**src/rtl/spi_adc_capture.sv**
```systemverilog
`default_nettype none
// ============================================================================
// Module      : spi_adc_capture
// Description : Conversion-strobe and SPI capture engine for multi-channel
//               serial ADCs; publishes NUM_CH words on a valid/ack handshake.
// Revision    : 1.0 - initial release
// ============================================================================
module spi_adc_capture #(
    parameter int DATA_W    = 14,
    parameter int NUM_CH    = 2,
    parameter int GAP_BITS  = 2,
    parameter int TAIL_BITS = 2,
    parameter int HALF_DIV  = 2
) (
    input  logic                     clk,
    input  logic                     rst,
    input  logic                     start,
    input  logic                     cont,
    input  logic                     spi_miso,
    input  logic                     data_ack,
    output logic                     spi_sck,
    output logic                     adc_conv,
    output logic                     busy,
    output logic [NUM_CH*DATA_W-1:0] adc_data,
    output logic                     data_valid,
    output logic                     overrun
);

    localparam int C_FRAME_BITS = NUM_CH * (GAP_BITS + DATA_W) + TAIL_BITS;
    localparam int C_PERIOD     = 2 * HALF_DIV;
    localparam int C_DIV_W      = $clog2(C_PERIOD + 1);
    localparam int C_BIT_W      = $clog2(C_FRAME_BITS + 1);

    localparam logic [C_DIV_W-1:0] C_DIV_LAST  = C_DIV_W'(C_PERIOD - 1);
    localparam logic [C_DIV_W-1:0] C_HALF      = C_DIV_W'(HALF_DIV);
    localparam logic [C_DIV_W-1:0] C_HALF_LAST = C_DIV_W'(HALF_DIV - 1);
    localparam logic [C_BIT_W-1:0] C_BIT_LAST  = C_BIT_W'(C_FRAME_BITS - 1);

    typedef enum logic [1:0] {
        S_IDLE  = 2'd0,
        S_CONV  = 2'd1,
        S_SHIFT = 2'd2,
        S_DONE  = 2'd3
    } state_t;

    state_t                     r_state;
    state_t                     w_state_nxt;
    logic [C_DIV_W-1:0]         r_div;
    logic [C_DIV_W-1:0]         w_div_nxt;
    logic [C_BIT_W-1:0]         r_bit;
    logic [C_BIT_W-1:0]         w_bit_nxt;
    logic                       w_sck_nxt;
    logic                       w_conv_nxt;
    logic                       w_sample;
    logic [C_FRAME_BITS-1:0]    r_frame;
    logic [NUM_CH*DATA_W-1:0]   w_words;
    logic                       w_unused_bits;

    // Outputs are registered from next-state values so they line up with the state.
    always_comb begin
        w_state_nxt = r_state;
        w_div_nxt   = r_div;
        w_bit_nxt   = r_bit;
        w_sck_nxt   = 1'b0;
        w_conv_nxt  = 1'b0;
        w_sample    = 1'b0;
        case (r_state)
            S_IDLE: begin
                if (start || cont) begin
                    w_state_nxt = S_CONV;
                    w_div_nxt   = '0;
                    w_conv_nxt  = 1'b1;
                end
            end
            S_CONV: begin
                if (r_div == C_DIV_LAST) begin
                    w_state_nxt = S_SHIFT;
                    w_div_nxt   = '0;
                    w_bit_nxt   = '0;
                    w_sck_nxt   = 1'b1;
                end else begin
                    w_div_nxt  = r_div + 1'b1;
                    w_conv_nxt = 1'b1;
                end
            end
            S_SHIFT: begin
                // The edge that drops SCK is the MISO sampling point.
                w_sample = (r_div == C_HALF_LAST);
                if (r_div == C_DIV_LAST) begin
                    w_div_nxt = '0;
                    if (r_bit == C_BIT_LAST) begin
                        w_state_nxt = S_DONE;
                    end else begin
                        w_bit_nxt = r_bit + 1'b1;
                        w_sck_nxt = 1'b1;
                    end
                end else begin
                    w_div_nxt = r_div + 1'b1;
                    w_sck_nxt = ((r_div + 1'b1) < C_HALF);
                end
            end
            S_DONE: begin
                if (cont) begin
                    w_state_nxt = S_CONV;
                    w_div_nxt   = '0;
                    w_conv_nxt  = 1'b1;
                end else begin
                    w_state_nxt = S_IDLE;
                end
            end
            default: w_state_nxt = S_IDLE;
        endcase
    end

    // Whole frame is shifted in; bit b ends up at r_frame[C_FRAME_BITS-1-b].
    genvar c;
    generate
        for (c = 0; c < NUM_CH; c++) begin : g_chan
            assign w_words[c*DATA_W +: DATA_W] =
                r_frame[C_FRAME_BITS-1-c*(GAP_BITS+DATA_W)-GAP_BITS -: DATA_W];
        end
    endgenerate

    assign w_unused_bits = ^r_frame;

    always_ff @(posedge clk) begin
        if (rst) begin
            r_state    <= S_IDLE;
            r_div      <= '0;
            r_bit      <= '0;
            r_frame    <= '0;
            spi_sck    <= 1'b0;
            adc_conv   <= 1'b0;
            busy       <= 1'b0;
            adc_data   <= '0;
            data_valid <= 1'b0;
            overrun    <= 1'b0;
        end else begin
            r_state  <= w_state_nxt;
            r_div    <= w_div_nxt;
            r_bit    <= w_bit_nxt;
            spi_sck  <= w_sck_nxt;
            adc_conv <= w_conv_nxt;
            busy     <= (w_state_nxt != S_IDLE);
            if (w_sample) begin
                r_frame <= {r_frame[C_FRAME_BITS-2:0], spi_miso};
            end
            if (w_state_nxt == S_DONE) begin
                adc_data   <= w_words;
                data_valid <= 1'b1;
                if (data_valid && !data_ack) begin
                    overrun <= 1'b1;
                end
            end else if (data_ack) begin
                data_valid <= 1'b0;
            end
        end
    end

endmodule
`default_nettype wire

```
**config.mk**
```make
export PLATFORM = sky130hd
export DESIGN_NAME = spi_adc_capture
export DESIGN_NICKNAME = d
export VERILOG_FILES = /design/src/rtl/spi_adc_capture.sv
export SDC_FILE = /design/constraint.sdc
export NUM_CORES = 1
export LEC_CHECK = 0
export ABC_AREA = 1
export CAP_MARGIN = 30
export CORE_UTILIZATION = 30
export DETAILED_ROUTE_END_ITERATION = 10
export HOLD_SLACK_MARGIN = 0.12
export SLEW_MARGIN = 20
export SYNTH_ARGS = -nofsm -noshare
export SYNTH_HDL_FRONTEND = slang
export SYNTH_SLANG_ARGS = --single-unit
```
**constraint.sdc**
```tcl
create_clock -name clk -period 1.77 [get_ports clk]
set_input_delay 0.354 -clock clk [delete_from_list [all_inputs] [get_ports clk]]
set_output_delay 0.354 -clock clk [all_outputs]
set_load 0.1 [all_outputs]
```
Word-level counts from Yosys, hierarchy flattened
Cells that the tools add are included.
{ "word_totals": {"input_bits": 6, "regBits": 76, "out_inout_bits": 33} }
{ "op_classes": {"mux": 25, "eq_ne": 12, "n_addsub": 2, "reduce_logical": 11, "n_lt_le_gt_ge": 1} }
{ "ops": {"columns": ["cell", "count"], "rows": [
  ["$mux W6", 3],
  ["$pmux W6 S2", 1],
  ["$mux W1", 10],
  ["$ne A2 B2 Y1 const B", 5],
  ["$mux W3", 3],
  ["$pmux W3 S3", 1],
  ["$mux W2", 4],
  ["$pmux W2 S4", 1],
  ["$add A6 B1 Y6 const B", 1],
  ["$eq A2 B2 Y1 const B", 3],
  ["$eq A6 B6 Y1 const B", 1],
  ["$reduce_bool A2 Y1", 3],
  ["$reduce_and A2 Y1", 2],
  ["$reduce_and A4 Y1", 1],
  ["$add A3 B1 Y3 const B", 1],
  ["$eq A3 B1 Y1 const B", 1],
  ["$eq A3 B2 Y1 const B", 1],
  ["$lt A3 B2 Y1 const B", 1],
  ["$pmux W1 S3", 1],
  ["$eq A2 B1 Y1 const B", 1],
  ["$logic_not A2 Y1", 1],
  ["$pmux W1 S2", 1],
  ["$reduce_or A2 Y1", 1],
  ["$logic_and A1 B1 Y1", 1],
  ["2 further kinds", 2]
]} }

Logic depth before layout (Yosys ltp)
{ "logic_depth": {"depth_word": 6, "depth_mapped": 13, "ltp_nobuf": 11} }

Least setup slack after synthesis
OpenSTA, ideal clock, no wires.
{ "synth_timing": {"path_type": "register to register", "startpoint": "register r_div[0]", "endpoint": "register adc_data[0]", "path_buffers": 2, "path_stages_with_launch": 14, "setup_time_ps": 110, "arrival_ps": 1575, "synth_period_minus_slack_ps": 1685, "slack_ps": 85, "path_cell_list": "dfxtp_1 ha_1 ha_1 inv_1 nand2_1 nand2_1 a21oi_1 nand2_2 nand3_1 buf_4 buf_6 nand2_1 inv_1 nor2_1"} }
{ "synth_via": {"elab_chain_len": 4} }
{ "synth_rtl": {"columns": ["element", "line", "rtl"], "rows": [
  ["from (decl)", "48", "logic [C_DIV_W-1:0] r_div;"],
  ["from (signal assigned)", "140", "r_div <= w_div_nxt;"],
  ["$eq A3 B2 Y1 *", "76, 89", null],
  ["$mux W2 (on tied branches)", "89, 76", null],
  ["$pmux W2 S4 *", "67", "case (r_state)"],
  ["$eq A2 B2 Y1 *", "148", "if (w_state_nxt == S_DONE) begin"],
  ["to (signal assigned)", "149", "adc_data <= w_words;"],
  ["to (decl)", "24", "output logic [NUM_CH*DATA_W-1:0] adc_data,"]
]} }
Every way passes the cells marked *; elsewhere a longest branch is shown, timed or not.
A chain may end at the register's enable or synchronous reset.

Final worst setup path
{ "layout_timing": {"startpoint": "register r_div[0]", "endpoint": "register adc_data[2]"} }
Same word-level chain as after synthesis.

==> impl_metrics.csv <==
group,metric,value,unit
timing,setup-tns-final,0,ps
final_layout,num_antenna_cells,0,
clocking,cts_inserted_buffers,9,
run,max_cap_viol_count,0,
clocking,clk_path_buf_depth,2,
logic_synthesis,synth.area.mux_share,0,%
timing,hold_viol_final,0,
placed_design,pre_cts_slack,-145,ps
detailed_routing,drt_wl_total,6960,um
worst_setup_path,cp_common_cell,"nand2_1",
worst_setup_path,timing.critical_path.arrival,1910,ps
global_route,grt_pass1_wl,11900,um
worst_setup_path,critPathMaxStageDelay,360,ps
clocking,ctsHtreeMaxLevel,3,
timing,setup_viol,0,
worst_setup_path,timing.critical_path.fanout_max,8,
detailed_routing,drt_pre_antenna_iters,7,
global_route,globalRouteOverflowTotal,0,
worst_setup_path,worst-endpoint-required,2020,ps
global_route,number_of_antenna_violations_at_the_first_check_in_global_routing,0,
clocking,clkTransAtPathRegs,90,ps
logic_synthesis,count_of_state_elements_after_synthesis,76,
worst_setup_path,timing_worst_setup_path_type,"reg2reg",
detailed_routing,drt-initial-drc-count,121,
logic_synthesis,synth.avg_cell_area,7.06,sq um
final_layout,most_common_cell_after_layout_fill_and_taps_aside,"inv_1",
floorplan,die_area,11700,sq um
timing,slew_viol_final,0,
logic_synthesis,xor_xnor_share_of_the_synthesized_area,0.780,%
floorplan,std_cell_rows,38,
final_layout,most_frequent_cells_in_the_layout,"102 x inv_1, 77 x nand2_1, 72 x dfxtp_1",
floorplan,initial_core_util,30.9,%
global_route,grt_usage,13.0,%
placed_design,portBuffers,38,
floorplan,die_width,108,um
timing,final.setup.worst_slack,108,ps
logic_synthesis,syn_area,3370,sq um
timing,timing.fmax,602,MHz
clocking,cts_root_buf,"clkbuf_8",
logic_synthesis,postSynthCellCount,477,
detailed_routing,via_count,2925,
logic_synthesis,yosysSeqAreaShare,45.2,%
timing,max-slew-margin-rel,75.8,%
floorplan,die_height,108,um
final_layout,nets,540,
placed_design,dpl_cell_area,4360,sq um
final_layout,fin_area,4730,sq um
detailed_routing,route.antenna.remaining_nets,0,
final_layout,layout-drive-gt1-share,16.9,%
worst_setup_path,max_stage_delay_cell_worst_path,"dfxtp_2",
logic_synthesis,synth-compound-area-share,12.5,%
global_route,grt_start_max_net_pins,34,
clocking,tritoncts,"done",
clocking,worstSkewPairLatency,350,ps
floorplan,num_io_pins,39,
worst_setup_path,crit_path_end_kind,"flip-flop",
detailed_routing,post_drt_wl_per_cell,10.4,um
global_route,grt_pass1_vias,2692,
logic_synthesis,synth_top_family_by_area,"simple AND/OR/NAND/NOR gates",
logic_synthesis,synth_fa_ha_area_share,4.09,%
detailed_routing,route.detailed.drc,0,
logic_synthesis,synthesis.yosys.warnings,0,
timing,finClkSkew,12.7,ps
logic_synthesis,synthesis.nets,494,
placed_design,dp_hpwl,4730,um
logic_synthesis,netlist-cell-type-count,22,
hold_path,timing.hold.worst.class,"reg2reg",
placed_design,gpl.final_weighted_congestion,0.851,
clocking,cts_num_sinks,76,
timing,fin_crit_sh,93.9,%
status,outcome,"finished clean",
logic_synthesis,synth_simple_gate_area_share,22.3,%
detailed_routing,avgViaCountPerCell,4.38,
timing,fin_crit,1660,ps
timing,transition_time_at_the_pin_with_the_least_slew_margin,362,ps
final_layout,area_growth,40.5,%
floorplan,core_area,10900,sq um
worst_setup_path,crit_path_start_kind,"flip-flop",
worst_setup_path,worstPathCellList,"ha_4 > ha_4 > inv_1 > nand2_1 > nand2_1 > a21oi_1 > nand2_2 > nand3_4 > buf_6 > nand2_1 > inv_1 > nor2_1",
==> final timing paths <==
kind,cells past startpoint,startpoint,endpoint,slack (ps)
max reg2reg,12,r_div[0],adc_data[2],110
max,12,r_div[0],adc_data[2],110
min,2,r_frame[31],r_frame[31],450
min reg2reg,2,r_frame[31],r_frame[31],450
==> synthesized netlist by cell type (all sizes together) <==
cell	number	area [sq um]
buf	11	61.3
a22oi	2	20.0
nand3	8	40.0
nand2	78	295
nand4	30	188
xor2	3	26.3
inv	104	390
a21oi	38	190
a211oi	2	15.0
clkbuf	16	60.1
ha	11	138
dfxtp	76	1520
nor3	2	10.0
nor2	57	216
o21ai	39	195
==> state kept, by name, indices dropped and copies added (netlist names) <==
name,cells
r_bit,6
r_frame,32
adc_data,28
adc_conv,1
r_div,3
r_state,2
overrun,1
busy,1
spi_sck,1
data_valid,1
==> critical path: cells and delay by family, from the launching register on <==
family                     cells  cell delay, ps
DFF                            1             360
AOI/OAI and AO/OA              1             160
adders and majority gates      2             300
buffers and inverters          3             260
and+or+nand+nor                6             480
==> through the flow <==
stage                     std cells  hold WS (ps)  utilization (%)
after CTS                       666           456             42.3
after floorplan                 477           430                -
after detailed placement        649           444             40.0
final                           668           452             43.4
after global placement          649           437             40.0
after global routing            668           487             43.4
==> cells by family after synthesis <==
| kind of cell | Yosys count |
|---|---|
| buf+inv | 131 |
| simple gates | 175 |
| xor+xnor | 3 |
| flops | 76 |
| fa+ha+maj | 11 |
| compound gates | 81 |
==> cell type report <==
type | count | area, sq um
timing repair buffer | 62 | 997
fill | 1086 | 6160
inverter | 104 | 393
multi-input combinational | 270 | 1410
tap | 140 | 175
clock inverter | 7 | 100
clock buffer | 9 | 124
sequential | 76 | 1530
==> repair_timing <==
item	4_1_cts	5_1_grt
setup buffers	0	1
setup endpoints to repair	29	36
cloned	1	1
hold buffers	0	0
pin swaps	0	2
gates resized for setup	5	22
==> layer usage <==
metal  wire length [um]  up-vias  GRT usage [%]
met5                  0        -              0
met4                 88        0           5.68
met3                270        4           4.04
met2               3260       54           20.8
met1               3340     1303           15.9
li1                   -     1564              -
Power is not shown: default switching activity piles up to over one toggle a cycle in this logic, so the estimate is an artifact.
